## src/rtl/rvfi_order_sequencer_if.sv

```systemverilog
// Retirement record bundle: in_* from the out-of-order core, rvfi_* in program order to consumers.
`ifndef RISCV_FORMAL_XLEN
`define RISCV_FORMAL_XLEN 32
`endif

interface rvfi_order_sequencer_if #(
   parameter int DEPTH = 8,
   parameter int XLEN  = `RISCV_FORMAL_XLEN
);
   localparam int PW = $clog2(DEPTH) + 1;

   logic            in_valid;
   logic [7:0]      in_order;
   logic [31:0]     in_insn;
   logic [4:0]      in_rs1_addr;
   logic [XLEN-1:0] in_rs1_rdata;
   logic [4:0]      in_rs2_addr;
   logic [XLEN-1:0] in_rs2_rdata;
   logic [4:0]      in_rd_addr;
   logic [XLEN-1:0] in_post_rd;
   logic            in_trap;

   logic            rvfi_valid;
   logic [7:0]      rvfi_order;
   logic [31:0]     rvfi_insn;
   logic [4:0]      rvfi_rs1_addr;
   logic [XLEN-1:0] rvfi_rs1_rdata;
   logic [4:0]      rvfi_rs2_addr;
   logic [XLEN-1:0] rvfi_rs2_rdata;
   logic [4:0]      rvfi_rd_addr;
   logic [XLEN-1:0] rvfi_post_rd;
   logic            rvfi_trap;
   logic [PW-1:0]   pending;
   logic            err_dup;
   logic            err_window;

   modport slave (
      input  in_valid, in_order, in_insn, in_rs1_addr, in_rs1_rdata, in_rs2_addr,
             in_rs2_rdata, in_rd_addr, in_post_rd, in_trap,
      output rvfi_valid, rvfi_order, rvfi_insn, rvfi_rs1_addr, rvfi_rs1_rdata, rvfi_rs2_addr,
             rvfi_rs2_rdata, rvfi_rd_addr, rvfi_post_rd, rvfi_trap, pending, err_dup, err_window
   );

   modport master (
      output in_valid, in_order, in_insn, in_rs1_addr, in_rs1_rdata, in_rs2_addr,
             in_rs2_rdata, in_rd_addr, in_post_rd, in_trap,
      input  rvfi_valid, rvfi_order, rvfi_insn, rvfi_rs1_addr, rvfi_rs1_rdata, rvfi_rs2_addr,
             rvfi_rs2_rdata, rvfi_rd_addr, rvfi_post_rd, rvfi_trap, pending, err_dup, err_window
   );
endinterface

```

## src/rtl/rvfi_order_sequencer.sv

```systemverilog
// RVFI retirement re-sequencer: buffers records by order tag in a DEPTH-slot window and
// emits them in ascending order (mod 256), bypassing the buffer when the head record arrives.
`ifndef RISCV_FORMAL_XLEN
`define RISCV_FORMAL_XLEN 32
`endif

module rvfi_order_sequencer #(
   parameter int DEPTH = 8
) (
   input  logic                   clk,
   input  logic                   reset,
   rvfi_order_sequencer_if.slave  bus
);
   localparam int XLEN = `RISCV_FORMAL_XLEN;
   localparam int AW   = $clog2(DEPTH);
   localparam int PW   = AW + 1;

   typedef struct packed {
      logic [31:0]     insn;
      logic [4:0]      rs1_addr;
      logic [XLEN-1:0] rs1_rdata;
      logic [4:0]      rs2_addr;
      logic [XLEN-1:0] rs2_rdata;
      logic [4:0]      rd_addr;
      logic [XLEN-1:0] post_rd;
      logic            trap;
   } payload_t;

   logic [7:0]       r_head;
   logic [DEPTH-1:0] r_occ;
   payload_t         r_ram [DEPTH];
   logic [PW-1:0]    r_pending;
   logic             r_err_dup;
   logic             r_err_window;
   logic             r_valid;
   logic [7:0]       r_order;
   payload_t         r_out;

   payload_t         w_in;
   logic [7:0]       w_delta;
   logic [AW-1:0]    w_slot;
   logic [AW-1:0]    w_hslot;
   logic             w_in_win;
   logic             w_dup;
   logic             w_acc;
   logic             w_emit_ram;
   logic             w_bypass;
   logic             w_store;

   assign w_in = '{insn: bus.in_insn, rs1_addr: bus.in_rs1_addr, rs1_rdata: bus.in_rs1_rdata,
                   rs2_addr: bus.in_rs2_addr, rs2_rdata: bus.in_rs2_rdata,
                   rd_addr: bus.in_rd_addr, post_rd: bus.in_post_rd, trap: bus.in_trap};

   // Modular distance from head makes the window check wrap-safe across 255->0.
   assign w_delta    = bus.in_order - r_head;
   assign w_slot     = bus.in_order[AW-1:0];
   assign w_hslot    = r_head[AW-1:0];
   assign w_in_win   = (w_delta < 8'(DEPTH));
   assign w_dup      = bus.in_valid && w_in_win && r_occ[w_slot];
   assign w_acc      = bus.in_valid && w_in_win && !r_occ[w_slot];
   assign w_emit_ram = r_occ[w_hslot];
   assign w_bypass   = !w_emit_ram && w_acc && (w_delta == 8'd0);
   assign w_store    = w_acc && !w_bypass;

   always_ff @(posedge clk) begin
      if (reset) begin
         r_head       <= '0;
         r_occ        <= '0;
         r_pending    <= '0;
         r_err_dup    <= 1'b0;
         r_err_window <= 1'b0;
         r_valid      <= 1'b0;
         r_order      <= '0;
         r_out        <= '0;
      end else begin
         if (bus.in_valid && !w_in_win) r_err_window <= 1'b1;
         if (w_dup)                     r_err_dup    <= 1'b1;

         r_valid <= w_emit_ram || w_bypass;
         if (w_emit_ram) begin
            r_out   <= r_ram[w_hslot];
            r_order <= r_head;
            r_head  <= r_head + 8'd1;
         end else if (w_bypass) begin
            r_out   <= w_in;
            r_order <= r_head;
            r_head  <= r_head + 8'd1;
         end

         // A stored slot can never equal the emitted head slot, so clear and set never collide.
         if (w_emit_ram) r_occ[w_hslot] <= 1'b0;
         if (w_store)    r_occ[w_slot]  <= 1'b1;

         if (w_store && !w_emit_ram)      r_pending <= r_pending + PW'(1);
         else if (!w_store && w_emit_ram) r_pending <= r_pending - PW'(1);
      end
   end

   always_ff @(posedge clk) begin
      if (w_store) r_ram[w_slot] <= w_in;
   end

   assign bus.rvfi_valid     = r_valid;
   assign bus.rvfi_order     = r_order;
   assign bus.rvfi_insn      = r_out.insn;
   assign bus.rvfi_rs1_addr  = r_out.rs1_addr;
   assign bus.rvfi_rs1_rdata = r_out.rs1_rdata;
   assign bus.rvfi_rs2_addr  = r_out.rs2_addr;
   assign bus.rvfi_rs2_rdata = r_out.rs2_rdata;
   assign bus.rvfi_rd_addr   = r_out.rd_addr;
   assign bus.rvfi_post_rd   = r_out.post_rd;
   assign bus.rvfi_trap      = r_out.trap;
   assign bus.pending        = r_pending;
   assign bus.err_dup        = r_err_dup;
   assign bus.err_window     = r_err_window;
endmodule
```

## src/flat_wrapper.sv

```systemverilog
// flat-port wrapper written by rule: the top's interface ports become plain ports
module rvfi_order_sequencer_flat 
#(
   parameter int DEPTH = 8
)
  (clk, reset, bus_in_valid, bus_in_order, bus_in_insn, bus_in_rs1_addr, bus_in_rs1_rdata, bus_in_rs2_addr, bus_in_rs2_rdata, bus_in_rd_addr, bus_in_post_rd, bus_in_trap, bus_rvfi_valid, bus_rvfi_order, bus_rvfi_insn, bus_rvfi_rs1_addr, bus_rvfi_rs1_rdata, bus_rvfi_rs2_addr, bus_rvfi_rs2_rdata, bus_rvfi_rd_addr, bus_rvfi_post_rd, bus_rvfi_trap, bus_pending, bus_err_dup, bus_err_window);
  rvfi_order_sequencer_if #(.DEPTH(DEPTH)) bus_i ();
  input  logic clk;
  input  logic reset;
  input wire logic [$bits(bus_i.in_valid)-1:0] bus_in_valid;
  input wire logic [$bits(bus_i.in_order)-1:0] bus_in_order;
  input wire logic [$bits(bus_i.in_insn)-1:0] bus_in_insn;
  input wire logic [$bits(bus_i.in_rs1_addr)-1:0] bus_in_rs1_addr;
  input wire logic [$bits(bus_i.in_rs1_rdata)-1:0] bus_in_rs1_rdata;
  input wire logic [$bits(bus_i.in_rs2_addr)-1:0] bus_in_rs2_addr;
  input wire logic [$bits(bus_i.in_rs2_rdata)-1:0] bus_in_rs2_rdata;
  input wire logic [$bits(bus_i.in_rd_addr)-1:0] bus_in_rd_addr;
  input wire logic [$bits(bus_i.in_post_rd)-1:0] bus_in_post_rd;
  input wire logic [$bits(bus_i.in_trap)-1:0] bus_in_trap;
  output wire logic [$bits(bus_i.rvfi_valid)-1:0] bus_rvfi_valid;
  output wire logic [$bits(bus_i.rvfi_order)-1:0] bus_rvfi_order;
  output wire logic [$bits(bus_i.rvfi_insn)-1:0] bus_rvfi_insn;
  output wire logic [$bits(bus_i.rvfi_rs1_addr)-1:0] bus_rvfi_rs1_addr;
  output wire logic [$bits(bus_i.rvfi_rs1_rdata)-1:0] bus_rvfi_rs1_rdata;
  output wire logic [$bits(bus_i.rvfi_rs2_addr)-1:0] bus_rvfi_rs2_addr;
  output wire logic [$bits(bus_i.rvfi_rs2_rdata)-1:0] bus_rvfi_rs2_rdata;
  output wire logic [$bits(bus_i.rvfi_rd_addr)-1:0] bus_rvfi_rd_addr;
  output wire logic [$bits(bus_i.rvfi_post_rd)-1:0] bus_rvfi_post_rd;
  output wire logic [$bits(bus_i.rvfi_trap)-1:0] bus_rvfi_trap;
  output wire logic [$bits(bus_i.pending)-1:0] bus_pending;
  output wire logic [$bits(bus_i.err_dup)-1:0] bus_err_dup;
  output wire logic [$bits(bus_i.err_window)-1:0] bus_err_window;
  assign bus_i.in_valid = bus_in_valid;
  assign bus_i.in_order = bus_in_order;
  assign bus_i.in_insn = bus_in_insn;
  assign bus_i.in_rs1_addr = bus_in_rs1_addr;
  assign bus_i.in_rs1_rdata = bus_in_rs1_rdata;
  assign bus_i.in_rs2_addr = bus_in_rs2_addr;
  assign bus_i.in_rs2_rdata = bus_in_rs2_rdata;
  assign bus_i.in_rd_addr = bus_in_rd_addr;
  assign bus_i.in_post_rd = bus_in_post_rd;
  assign bus_i.in_trap = bus_in_trap;
  assign bus_rvfi_valid = bus_i.rvfi_valid;
  assign bus_rvfi_order = bus_i.rvfi_order;
  assign bus_rvfi_insn = bus_i.rvfi_insn;
  assign bus_rvfi_rs1_addr = bus_i.rvfi_rs1_addr;
  assign bus_rvfi_rs1_rdata = bus_i.rvfi_rs1_rdata;
  assign bus_rvfi_rs2_addr = bus_i.rvfi_rs2_addr;
  assign bus_rvfi_rs2_rdata = bus_i.rvfi_rs2_rdata;
  assign bus_rvfi_rd_addr = bus_i.rvfi_rd_addr;
  assign bus_rvfi_post_rd = bus_i.rvfi_post_rd;
  assign bus_rvfi_trap = bus_i.rvfi_trap;
  assign bus_pending = bus_i.pending;
  assign bus_err_dup = bus_i.err_dup;
  assign bus_err_window = bus_i.err_window;
  rvfi_order_sequencer #(.DEPTH(DEPTH)) u_core (.clk(clk), .reset(reset), .bus(bus_i));
endmodule
```

## config.mk

```make
export PLATFORM = sky130hd
export DESIGN_NAME = rvfi_order_sequencer_flat
export DESIGN_NICKNAME = d
export VERILOG_FILES = /design/src/rtl/rvfi_order_sequencer_if.sv /design/src/rtl/rvfi_order_sequencer.sv /design/src/flat_wrapper.sv
export SDC_FILE = /design/constraint.sdc
export NUM_CORES = 1
export LEC_CHECK = 0
export CAP_MARGIN = 5
export CORE_MARGIN = 2
export CORE_UTILIZATION = 62
export CTS_CLUSTER_DIAMETER = 100
export DETAILED_ROUTE_END_ITERATION = 12
export PLACE_DENSITY = 0.85
export SETUP_SLACK_MARGIN = 0.2
export SLEW_MARGIN = 20
export SYNTH_ARGS = -nofsm -noshare
export SYNTH_HDL_FRONTEND = slang
export SYNTH_SLANG_ARGS = --single-unit
```

## constraint.sdc

```tcl
create_clock -name clk -period 57.1 [get_ports clk]
set_input_delay 8.565 -clock clk [delete_from_list [all_inputs] [get_ports clk]]
set_output_delay 8.565 -clock clk [all_outputs]
set_load 0.005 [all_outputs]
```

==> results.txt, run 1 <==
----------------------------------------------------
[Die]
  Number of I/O pins ... 314
  Die area ... 84500 um2
  Site row count ... 105
  Floorplan die width ... 291 um
  Core box area ... 81700 um2
  Die Height ... 291 um
  Starting Density ... 62.3%

[Timing]
  WHS ... 0.454 ns
  Endpoints failing setup ... 0
  Headroom to the max-slew limit ... 23.0%
  Maximum clock frequency ... 76.0 MHz
  Fin Setup TNS ... 0 ns
  Fin crit period ... 13.16 ns
  Final hold violation count ... 0
  Worst Skew ... 0.0220 ns
  Number of pins exceeding their max-slew limit in the final report ... 0
  Final clock period utilization by the worst path ... 23.1%
  Unrepaired setup endpoints after global routing ... no
  Pin slew with the least headroom to its limit ... 1.15 ns

[Run]
  Max-cap violation count ... 0

[Synthesis]
  Multiplexer fraction of the synthesized cell area ... 13.0%
  Most instantiated cells after synthesis ... 1152 x sky130_fd_sc_hd__edfxtp_1, 315 x sky130_fd_sc_hd__nand2_1, 290 x sky130_fd_sc_hd__mux4_2
  Yosys top cell by area ... sky130_fd_sc_hd__edfxtp_1
  Most instantiated library cell after synthesis ... sky130_fd_sc_hd__edfxtp_1
  Count of cell types in the netlist ... 48
  Fraction of synthesis flops using an asynchronous set or reset pin ... 0%
  XOR/XNOR share of the synthesized area ... 0.120%
  Number of enable-type register cells in the synthesized netlist ... 1152
  Total nets after synthesis ... 2887
  Leading post-synthesis cells by cell area ... sky130_fd_sc_hd__edfxtp_1 68%, sky130_fd_sc_hd__mux4_2 13%, sky130_fd_sc_hd__dfxtp_1 7.0%, sky130_fd_sc_hd__a311oi_1 2.5%, sky130_fd_sc_hd__nand2_1 2.3%
  Main flop type after synthesis ... sky130_fd_sc_hd__edfxtp_1
  Syn Inst Count ... 2719
  Post-synth top area share ... 67.9%
  Adder-cell area share of the yosys netlist ... 0.349%
  Average footprint of a synthesized cell ... 18.7 um2
  Synthesized-area fraction occupied by ao, oa, aoi and oai cells ... 5.27%
  Fraction of the mapped netlist area in simple logic gates ... 4.81%
  Post-synthesis sequential area ratio ... 74.9%
  Synthesis Warnings ... 0
  Dominant combinational cell family by area after synthesis ... multiplexers
  Total of flip-flops plus latches after synthesis ... 1330
  Netlist Area Pre-Place ... 50900 um2

[Routing]
  Routed via count ... 29200
  Via density ... 6.95
  Number of design-rule violations left by the first detailed-router iteration ... 3517
  Post-DR wirelength/cell ... 31.6 um
  Antenna violation net count after detailed routing ... 0
  Detailed-routing iteration count for the pre-antenna-repair pass ... 6
  Sum of routed wire length over all layers ... 133 mm
  Number of remaining DRC errors ... 0

[CTS]
  Setup repair bufs after CTS ... 0
  Number of clock sinks ... 1330
  CTS tree ... done
  Buffer levels on the longest clock path ... 3
  H-tree depth reported by CTS ... 4
  Root buffer selected by CTS ... sky130_fd_sc_hd__clkbuf_16
  Worst-Skew Late Latency ... 0.74 ns
  Clock transition at path regs ... 0.06 ns
  Hold Buf Count CTS ... 0
  Cts bufs inserted ... 131
  Gates resized, CTS repair ... 0

[Final layout]
  Area delta synth->final ... 16.5%
  Number of nets in the final layout ... 3169
  Share of the core filled with cells ... 72.7%
  Fraction of layout cells with a size suffix above 1 ... 16.7%

[Critical path]
  Cell chain of the critical path ... clkdlybuf4s50_1 -> inv_1 -> ha_1 -> inv_1 -> fa_1 -> a21oi_1 -> nor3_1 -> or4b_1 -> a21o_1 -> nor2_1 -> nand4_1 -> nor4_2 -> buf_12
  Delay of the slowest critical-path stage ... 0.77 ns
  WP data arrival ... 13.50 ns
  Critical Path Most Common Cell ... sky130_fd_sc_hd__inv_1
  Required @ worst endpoint ... 57.44 ns
  Worst setup SP type ... input port
  CP endpoint kind ... register
  Highest fanout seen on the critical path ... 144
  Type of the setup path with the least slack ... in2reg
  CP max-delay cell ... sky130_fd_sc_hd__buf_12

[Placement]
  # port buffers ... 313
  Final RePlAce weighted congestion ... 0.823
  Sum of net half-perimeters after detailed placement ... 59.9 mm

[Pwr]
  Leakage ... 17.9 nW
  Worst supply voltage drop on vdd ... 0.0286 mV
  Power per unit of standard cell area ... 32.8 nW/um2

[Outcome]
  Outcome ... completed

[Hold path]
  Min-Delay Path Class ... reg2reg

[Global routing]
  Largest net degree at the start of global routing ... 185
  First-pass GRT wire length ... 191 mm
  Global Route met3 Usage ... 6.82%
  Busiest grt layer ... met2
  Total congestion overflow ... 0
  Met1 track demand over resource ... 38.8%
  Antenna violations before repair ... 20
  Vias in the first global route ... 29900
  Total Routing Usage GR ... 30.4%
  Met2 Use GR ... 50.4%

----------------------------------------------------
==> logic make-up (layout without fill, tap and decap cells) <==
kind of cell	Yosys count	after routing
flops	1330	1330
simple gates	524	524
compound gates	342	342
mux	299	299
buf+inv	204	597
fa+ha+maj	13	13
xor+xnor	7	7
other cells	0	16
==> path summary, 6_finish.rpt <==
check	startpoint	end	slack [ns]	cells after the start
setup / recovery	bus_in_order[0]	u_core.r_ram[0][122]$_DFFE_PP_	43.94	13
hold / removal	u_core.bus.err_window$_SDFFE_PP0P_	u_core.bus.err_window$_SDFFE_PP0P_	0.45	2
setup reg to reg	u_core.r_head[0]$_SDFFE_PP0N_	u_core.r_ram[0][122]$_DFFE_PP_	51.65	11
hold reg to reg	u_core.bus.err_window$_SDFFE_PP0P_	u_core.bus.err_window$_SDFFE_PP0P_	0.45	2
==> flip-flops by register name, indices dropped and copies added (netlist names), 8 cells and up, named ones only <==
register                   flops
u_core.bus.rvfi_insn          32
u_core.bus.rvfi_order          8
u_core.bus.rvfi_post_rd       32
u_core.bus.rvfi_rs1_rdata     32
u_core.bus.rvfi_rs2_rdata     32
u_core.r_head                  8
u_core.r_occ                   8
u_core.r_ram                1152
==> where the power goes <==
part / total (mW) / switching, mW / internal [mW]
clock network: 0.855 / 0.379 / 0.476
registers: 1.06 / 0.000816 / 1.06
logic: 0.0350 / 0.0218 / 0.0132
total: 1.95 / 0.401 / 1.54
==> worst max-delay path, delay by kind of cell <==
family / cells / cell delay [ns]
adders and majority gates: 2 / 0.59
and+or+nand+nor: 5 / 2.05
buffers and inverters: 4 / 1.53
AOI/OAI and AO/OA: 2 / 0.55
==> metal layers <==
layer / up-vias / part of all wire [%]
li1: 11600 / -
met1: 14900 / 34
met2: 2278 / 51
met3: 383 / 10
met4: 12 / 4.5
met5: - / 0.063
==> stage by stage <==
step	total power [mW]	worst slack (ns)	cell area [um2]	cells
finish	1.95	43.94	59400	4198
global route	1.99	43.62	59400	4197
CTS	1.94	44.08	59300	4182
detailed placement	1.11	43.41	55100	3938
global placement	1.11	43.56	55100	3938
floorplan	1.09	31.72	50900	2719
==> final cells by class <==
cell class | count | area (um2)
Fill cell | 4299 | 22300
Multi-Input combinational cell | 1185 | 12100
Sequential cell | 1330 | 38200
Timing Repair Buffer | 338 | 3480
Clock buffer | 169 | 3500
Clock inverter | 75 | 724
Inverter | 15 | 56.3
Tap cell | 1070 | 1340
Antenna cell | 16 | 40.0
==> placed cells by master, fill, tap and decap left out, drive strengths merged, types with 4 or more instances in the layout <==
master	count
clkbuf	169
ha	11
a211oi	145
nand3	16
nor2b	145
nor2	12
clkinvlp	4
diode	16
mux2i	9
o311ai	4
bufinv	8
o31ai	4
inv	23
mux4	290
nand2	315
a311oi	144
o21ai	9
nor3	12
edfxtp	1152
clkinv	55
or3	4
buf	26
xor2	4
dfxtp	178
a21oi	21
clkdlybuf4s50	312
Note: power is estimated with default switching activity, not from simulation.
==> run 2, diff against run 1 <==
CORE_UTILIZATION = 59   (was 62)
PLACE_DENSITY = 0.81   (was 0.85)
clock period = 12.15 ns   (was 57.1 ns; I/O delays follow)
==> results.txt, run 2 (synthesized netlist as in run 1, its figures left out) <==
----------------------------------------------------
[Die]
  Starting Density ... 59.6%
  Die Height ... 298 um
  Die area ... 88700 um2
  Site row count ... 107
  Number of I/O pins ... 314
  Core box area ... 85400 um2
  Floorplan die width ... 298 um

[Placement]
  Final RePlAce weighted congestion ... 0.838
  Worst-case setup slack after placement ... 4.74 ns
  Cell count after placement ... 4016
  # port buffers ... 313
  Sum of net half-perimeters after detailed placement ... 59.1 mm

[Timing]
  Final clock period utilization by the worst path ... 55.8%
  Final hold violation count ... 0
  Fin Setup TNS ... 0 ns
  Unrepaired setup endpoints after global routing ... no
  Fin crit period ... 6.78 ns
  Worst Skew ... 0.0201 ns
  Slack of the critical path ... 5.37 ns
  Endpoints failing setup ... 0
  Headroom to the max-slew limit ... 19.0%
  Maximum clock frequency ... 147 MHz
  Number of pins exceeding their max-slew limit in the final report ... 0
  Pin slew with the least headroom to its limit ... 1.21 ns

[Final layout]
  Leading cell types in the layout, fill and taps excluded ... 1152 x sky130_fd_sc_hd__edfxtp_1, 315 x sky130_fd_sc_hd__nand2_1, 312 x sky130_fd_sc_hd__clkdlybuf4s50_1
  Most common cell after layout, fill and taps aside ... sky130_fd_sc_hd__edfxtp_1
  Fraction of layout cells with a size suffix above 1 ... 17.1%
  Area delta synth->final ... 17.1%
  Largest Register ... u_core.r_ram
  Post-layout instance count excluding filler cells ... 4263
  Max reg flops ... 1152
  Number of nets in the final layout ... 3173

[Critical path]
  Highest fanout seen on the critical path ... 106
  Type of the setup path with the least slack ... in2reg
  WP data arrival ... 7.12 ns
  Worst setup SP type ... input port
  CP endpoint kind ... register
  Required @ worst endpoint ... 12.49 ns

[Hold path]
  Min-Delay Path Class ... reg2reg

[CTS]
  Hold Buf Count CTS ... 0
  Buffer levels on the longest clock path ... 3
  Root buffer selected by CTS ... sky130_fd_sc_hd__clkbuf_16
  Gates resized, CTS repair ... 0
  Number of clock sinks ... 1330
  H-tree depth reported by CTS ... 4
  CTS tree ... done
  Clock transition at path regs ... 0.06 ns
  Cts bufs inserted ... 130
  Setup repair bufs after CTS ... 0
  Worst-Skew Late Latency ... 0.72 ns

[Outcome]
  Outcome ... completed

[Routing]
  Sum of routed wire length over all layers ... 119 mm
  Antenna violation net count after detailed routing ... 0
  Number of design-rule violations left by the first detailed-router iteration ... 3185
  Number of remaining DRC errors ... 0
  Post-DR wirelength/cell ... 28.0 um
  Detailed-routing iteration count for the pre-antenna-repair pass ... 8
  Routed via count ... 27800
  Via density ... 6.52

[Pwr]
  Total Power ... 9.24 mW
  Leakage ... 18.0 nW
  Power per unit of standard cell area ... 155 nW/um2
  Worst supply voltage drop on vdd ... 0.127 mV

[Global routing]
  Vias in the first global route ... 28900
  First-pass GRT wire length ... 180 mm
  Total congestion overflow ... 0
  Total Routing Usage GR ... 27.1%
  Largest net degree at the start of global routing ... 187
  Antenna violations before repair ... 5

[Run]
  Max-cap violation count ... 0

----------------------------------------------------
[run 2: final timing paths]
kind,slack [ns],to,cells past startpoint,start
worst max-delay path,5.37,u_core.r_ram[7][88]$_DFFE_PP_,14,bus_in_order[0]
worst min-delay path,0.46,u_core.bus.err_window$_SDFFE_PP0P_,2,u_core.bus.err_window$_SDFFE_PP0P_
worst min register to register,0.46,u_core.bus.err_window$_SDFFE_PP0P_,2,u_core.bus.err_window$_SDFFE_PP0P_
worst max register to register,6.50,u_core.r_ram[7][88]$_DFFE_PP_,12,u_core.r_head[0]$_SDFFE_PP0N_
[run 2: worst max-delay path, stage by stage]
cell and delay (ns):
sky130_fd_sc_hd__clkdlybuf4s50_1 0.59, sky130_fd_sc_hd__inv_1 0.20, sky130_fd_sc_hd__ha_1 0.18, sky130_fd_sc_hd__inv_1 0.05
sky130_fd_sc_hd__fa_1 0.40, sky130_fd_sc_hd__a21oi_1 0.28, sky130_fd_sc_hd__nor3_1 0.09, sky130_fd_sc_hd__or4b_1 0.53
sky130_fd_sc_hd__a21o_1 0.26, sky130_fd_sc_hd__nor2_1 0.16, sky130_fd_sc_hd__nand4_1 0.78, sky130_fd_sc_hd__nor3_2 0.34
sky130_fd_sc_hd__buf_4 0.63, sky130_fd_sc_hd__buf_12 0.59
[run 2: final cells by class]
class | count | area (um2)
Antenna cell | 5 | 12.5
Fill cell | 5070 | 25800
Tap cell | 1144 | 1430
Multi-Input combinational cell | 1185 | 12100
Inverter | 15 | 56.3
Clock buffer | 171 | 3590
Clock inverter | 70 | 798
Sequential cell | 1330 | 38200
Timing Repair Buffer | 343 | 3520
[run 2: through the flow]
step                      area, um2  utilization [%]  hold WS (ns)
final                         59700             69.8         0.458
after global routing          59700             69.8         0.476
after CTS                     59600             69.8         0.463
after detailed placement      55200             64.6         0.455
after global placement        55200             64.6         0.448
after floorplan               51000                -         0.442
[run 2: power by group]
part           leakage [nW]  internal, mW  switching [mW]
Combinational          4.08        0.0622           0.101
Sequential             11.8          4.96         0.00331
Clock                  2.12          2.40            1.71
Total                  18.0          7.43            1.82
[run 2: metal layers]
layer / wire (um) / global-route usage [%] / vias to the layer above
met5: 11 / 0 / -
met4: 3490 / 9.61 / 2
met3: 10100 / 5.10 / 261
met2: 61000 / 45.5 / 1568
met1: 44700 / 36.0 / 14300
li1: - / - / 11600
